**config.mk**
```make
export PLATFORM = sky130hd
export DESIGN_NAME = led_matrix_scanner
export DESIGN_NICKNAME = d
export VERILOG_FILES = /design/src/rtl/led_matrix_scanner.sv
export SDC_FILE = /design/constraint.sdc
export NUM_CORES = 1
export LEC_CHECK = 0
export CORE_UTILIZATION = 56
export CTS_CLUSTER_DIAMETER = 50
export DETAILED_ROUTE_END_ITERATION = 10
export PLACE_DENSITY = 0.85
export SLEW_MARGIN = 20
export SYNTH_ARGS = -nofsm -noshare
export SYNTH_HDL_FRONTEND = slang
export SYNTH_SLANG_ARGS = --single-unit
```
**constraint.sdc**
```tcl
create_clock -name clk -period 6.2 [get_ports clk]
set_clock_uncertainty 0.2 [all_clocks]
set_input_delay 1.86 -clock clk [delete_from_list [all_inputs] [get_ports clk]]
set_output_delay 1.86 -clock clk [all_outputs]
set_load 0.05 [all_outputs]
```
**src/rtl/led_matrix_scanner.sv**
```systemverilog
// Multiplexed 5x7 LED matrix column scanner: one column lit per slot, with a
// per-frame image snapshot so a displayed frame never mixes old and new data.
module led_matrix_scanner #(
    parameter int CLK_DIV      = 1000,
    parameter int BLANK_CYCLES = 2
) (
    input  logic       clk,
    input  logic       rst_n,
    input  logic       enable,
    input  logic [6:0] col0_rows,
    input  logic [6:0] col1_rows,
    input  logic [6:0] col2_rows,
    input  logic [6:0] col3_rows,
    input  logic [6:0] col4_rows,
    output logic [4:0] columns,
    output logic [6:0] rows,
    output logic       frame_start
);

    localparam int TICK_W = $clog2(CLK_DIV);
    localparam logic [TICK_W-1:0] TICK_LAST = TICK_W'(CLK_DIV - 1);

    typedef enum logic {
        IDLE,
        SCAN
    } state_t;

    state_t            state;
    state_t            state_nx;
    logic [2:0]        col_idx;
    logic [2:0]        col_nx;
    logic [TICK_W-1:0] tick;
    logic [TICK_W-1:0] tick_nx;
    logic [34:0]       snapshot;
    logic [34:0]       snap_nx;
    logic [34:0]       image;
    logic [6:0]        slice;
    logic              blank;
    logic              show;

    assign image = {col4_rows, col3_rows, col2_rows, col1_rows, col0_rows};

    always_ff @(posedge clk or negedge rst_n) begin
        if (!rst_n) begin
            state    <= IDLE;
            col_idx  <= 3'd0;
            tick     <= '0;
            snapshot <= '0;
        end else begin
            state    <= state_nx;
            col_idx  <= col_nx;
            tick     <= tick_nx;
            snapshot <= snap_nx;
        end
    end

    // The snapshot only loads on frame entry and on the 4->0 column wrap.
    always_comb begin
        state_nx = state;
        col_nx   = col_idx;
        tick_nx  = tick;
        snap_nx  = snapshot;
        case (state)
            IDLE: begin
                if (enable) begin
                    state_nx = SCAN;
                    col_nx   = 3'd0;
                    tick_nx  = '0;
                    snap_nx  = image;
                end
            end
            SCAN: begin
                if (!enable) begin
                    state_nx = IDLE;
                    col_nx   = 3'd0;
                    tick_nx  = '0;
                end else if (tick == TICK_LAST) begin
                    tick_nx = '0;
                    if (col_idx == 3'd4) begin
                        col_nx  = 3'd0;
                        snap_nx = image;
                    end else begin
                        col_nx = col_idx + 3'd1;
                    end
                end else begin
                    tick_nx = tick + TICK_W'(1);
                end
            end
        endcase
    end

    generate
        if (BLANK_CYCLES == 0) begin : g_noblank
            assign blank = 1'b0;
        end else begin : g_blank
            assign blank = (tick < TICK_W'(BLANK_CYCLES));
        end
    endgenerate

    always_comb begin
        slice = 7'd0;
        case (col_idx)
            3'd0:    slice = snapshot[6:0];
            3'd1:    slice = snapshot[13:7];
            3'd2:    slice = snapshot[20:14];
            3'd3:    slice = snapshot[27:21];
            3'd4:    slice = snapshot[34:28];
            default: slice = 7'd0;
        endcase
    end

    // Outputs decode purely from registers, so async reset blanks them at once.
    assign show        = (state == SCAN) && !blank;
    assign columns     = show ? (5'b00001 << col_idx) : 5'b00000;
    assign rows        = show ? slice : 7'd0;
    assign frame_start = (state == SCAN) && (col_idx == 3'd0) && (tick == '0);

endmodule

```
==> Word level (Yosys, flattened, before mapping) <==
Cells that the tools add are included.
{ "totals": {"regBits": 49, "in_bits": 38, "output_inout_bits": 13, "elab_cells": 45} }
{ "classes": {"n_addsub": 2, "n_lt_le_gt_ge": 1, "n_eq_ne": 10, "shift": 1, "muxes": 18, "bitwise": 1, "reduce_logical": 8} }
{ "ops": {"columns": ["operator", "count"], "rows": [
  ["two-way mux 35 bit", 4],
  ["case mux 35 bit (2 select lines)", 1],
  ["case mux 7 bit (5 select lines)", 1],
  ["two-way mux 10 bit", 3],
  ["case mux 10 bit (2 select lines)", 1],
  ["two-way mux 3 bit", 4],
  ["adder 10 x 1 -> 10 bit (second input constant)", 1],
  ["== test 10 bit (second input constant)", 1],
  ["zero test 10 bit", 1],
  ["< comparator 10 x 2 -> 1 bit (second input constant)", 1],
  ["two-way mux 7 bit", 1],
  ["== test 3 x 2 -> 1 bit (second input constant)", 2],
  ["case mux 3 bit (2 select lines)", 1],
  ["two-way mux 5 bit", 1],
  ["left shift 1 x 3 -> 5 bit (first input constant)", 1],
  ["!= test 2 x 1 -> 1 bit (second input constant)", 2],
  ["!= test 2 bit (second input constant)", 2],
  ["AND reduction 4 bit", 1],
  ["adder 3 x 1 -> 3 bit (second input constant)", 1],
  ["== test 3 x 1 -> 1 bit (second input constant)", 1],
  ["== test 3 bit (second input constant)", 1],
  ["logical AND 1 bit", 3],
  ["zero test 3 bit", 1],
  ["!= test 3 x 2 -> 1 bit (second input constant)", 1],
  ["other kinds (4)", 4]
]} }

==> Depth between registers and ports, before layout <==
{ "logic_depth": {"word_depth": 5, "ltp_mapped": 8, "depth_no_buf": 6} }

==> Least setup slack after synthesis <==
OpenSTA, ideal clock, no wires.
{ "synth_path": {"kind": "flip-flop to output port", "from": "register col_idx[0]", "to": "output port frame_start", "arrival_time_ns": 2.198, "setup_slack_ns": 1.942, "stages_incl_launch_ff": 7, "cell_sequence": "dfrtp_1 inv_1 ha_1 nor2b_1 clkbuf_1 nand3_1 nor3_1"} }
{ "synth_via": {"elab_chain_len": 3} }
{ "synth_rtl": {"columns": ["element", "line", "rtl"], "rows": [
  ["start, declared", "30", "logic [2:0] col_idx;"],
  ["start signal, assigned", "51", "col_idx <= col_nx;"],
  ["zero test 3 bit", "116", "assign frame_start = (state == SCAN) && (col_idx == 3'd0) && (tick == '0);"],
  ["logical AND 1 bit (2 in series)", "116", null],
  ["end, declared", "17", "output logic frame_start"]
]} }
No other way between the ends.

==> Final worst setup path <==
Ends and elaborated chain as after synthesis.

==> run metrics <==
r2r startpoint tick[1]; CTS H-Tree Depth 2; Req. time, crit path between 4 and 5 ns; unrepaired setup endpoints after global routing false; gp weighted congestion roughly 0.87; Num CTS Buffers 5; CTS tree built; clk root buf clkbuf_8; dpl hpwl about 4000 um; Buffers on Ports 50; DRC violations left 0; antenna diode count 0; status completed; die height 70.3 um; crit-path leading delay family buffers and inverters; crit-path cells inv_1, ha_1, nor2b_1, nand3_1, nor3_1, clkdlybuf4s50_1; max_slew headroom a little over two fifths; worst IR drop on VDD roughly 0.18 mV; post-CTS sizing 0; Psw around 0.18 mW; DR pass1 iterations 4; Iter 0 DRT Violations 134; Yosys reg bits a little under 50; top cell type by total area after synthesis dfrtp_1; worst slew pin tran 0.848 ns; clk buf depth 2; setup TNS 0 ns; f_max between 200 and 250 MHz; Mapped Cells approximately 220; syn avg cell area between 10 and 15 um^2; post-synth top area share 46.9%; vias in the first global route around 1900; Leakage ~1.4 nW; initial core utilization approximately three fifths; number of synthesized flops with an enable pin 0; WHS Path Cells 1; type of the worst setup path reg -> out; min-delay src snapshot[32]; setup repair bufs after CTS 0; GRT Total Usage around 26%; sequential share of power about 55%; reg-to-reg endpoint snapshot[14]; Worst setup SP type flip-flop; top_reg_cell synth dfrtp_1; pwr/cell area ~210 nW/um^2; largest net degree at the start of global routing 50; Crit Path Max Fanout 8; initial antenna violation count 0; cell with the most instances after synthesis dfrtp_1; number of buffers and inverters on the critical path 2; Mapped Area roughly 2600 um^2; internal power 0.511 mW; Cell Area, Placed ~3100 um^2; Die Area ~4900 um^2; combinational power share 18.1%; Sw Ratio between 20% and 30%; post-place setup slack between 1.5 and 2 ns; R2R depth 5; share of cells above drive strength 1 18.8%; routed length per instance ~18 um; IO Pins 51; FFs w/ async S/R, synth 100%; wirelength, routed ~5800 um; hold crit path type reg -> reg; Core Area ~4400 um^2; first-pass GRT wire length ~9700 um; num rows 24; CTS Sinks just under 50; Final Non-Filler Cells 318; Avg Vias per Cell ~5.9; Antenna Nets Post-Route 0; CP max stage cell clkdlybuf4s50_1; total gr overflow 0; Synth cell types 40; Slew Limit Fails 0; Layout area overhead 22.5%; Post-synth top cells dfrtp_1 (49), mux2_4 (30), nand2_1 (24), a22oi_1 (12), inv_1 (9); final hold violations 0; Ys Warns 0; Placed Cells 310; Pwr Total approximately 0.69 mW; maximum single-stage delay on the critical path 0.87 ns; post-layout minimum cycle time slightly below 5 ns; Worst-path clk slew approximately 0.080 ns; fin crit share approximately 80%; ranking of synthesized cells by area dfrtp_1 (47%), mux2_4 (17%), a22oi_1 (3.4%), nand2_1 (3.4%), ha_1 (3.3%); hold buffers post-CTS 0; syn_nets roughly 260; fin util between 70% and 80%; proportion of synthesized chip area in sequential cells a little under half; Worst R2R Setup Slack 3.71 ns; arrival time worst endpoint around 2.9 ns; clock share of power about a quarter; Setup violations, final 0; CP Capture Type output port; nets 310; Die X-Extent ~70 um; clk_lat worst skew 0.30 ns; Design Area, Final ~3200 um^2; final setup margin 1.26 ns; WHS between 0.3 and 0.4 ns; Vias ~1900; maxcap violations 0; WHS Endpoint snapshot[32]
==> routing by layer <==
metal	global-route usage, %	part of all wire [%]
met4	8.89	1.9
met3	9.09	6.6
met2	36.5	45
met1	36.7	47
met5	0	0
==> layout by cell type, fill, tap and decap left out, drive strengths merged <==
master,count
clkbuf,6
a22oi,12
dfrtp,49
o31ai,2
a211oi,1
o211a,1
o211ai,3
a22o,2
nor4,2
a222oi,1
nand2b,1
clkinv,2
nand4,1
or4,5
xnor2,1
nor2b,6
mux2,35
or2,2
a31oi,8
clkdlybuf4s50,49
and2,2
a21oi,3
or3,3
inv,9
ha,7
buf,1
o21ai,8
nor3,2
nand4bb,1
mux2i,1
o41ai,2
nor2,6
nand2,25
nand3,6
o31a,1
==> power by group through the flow <==
stage	Clock (mW)	Combinational (mW)	Sequential (mW)
4_1_cts	0.187	0.125	0.380
5_1_grt	0.199	0.134	0.383
6_report	0.182	0.124	0.381
3_3_place_gp	0	0.121	0.382
3_5_place_dp	0	0.123	0.384
2_1_floorplan	0	0.0813	0.376
==> logic make-up after synthesis <==
| logic type | count (synthesis) | synth area share (%) |
|---|---|---|
| and+or+nand+nor | 62 | 13.3 |
| DFF | 49 | 46.9 |
| AOI/OAI and AO/OA | 44 | 12.9 |
| muxes | 36 | 19.8 |
| buffers and inverters | 18 | 3.49 |
| adders and majority gates | 7 | 3.35 |
| xor gates and xnor gates | 1 | 0.335 |
==> worst max path at each step <==
stage | end | slack [ns] | startpoint | cells after the start
2_1_floorplan | frame_start | 1.94 | col_idx[0] | 6
3_3_place_gp | rows[5] | 1.63 | tick[6] | 5
3_5_place_dp | rows[5] | 1.60 | tick[5] | 5
4_1_cts | rows[5] | 1.24 | tick[5] | 5
5_1_grt | frame_start | 1.10 | col_idx[0] | 6
6_report | frame_start | 1.26 | col_idx[0] | 6
==> layout make-up <==
type	instances	area, um^2
Timing Repair Buffer	50	498
Clock inverter	2	10.0
Inverter	9	33.8
Multi-Input combinational cell	150	1300
Fill cell	313	1210
Sequential cell	49	1230
Tap cell	52	65.1
Clock buffer	6	72.6
==> sequential cells by signal (all words and copies together), names as in the netlist <==
name,count
snapshot,35
col_idx,3
tick,10
state,1
Power figures use the tool's default switching activity.
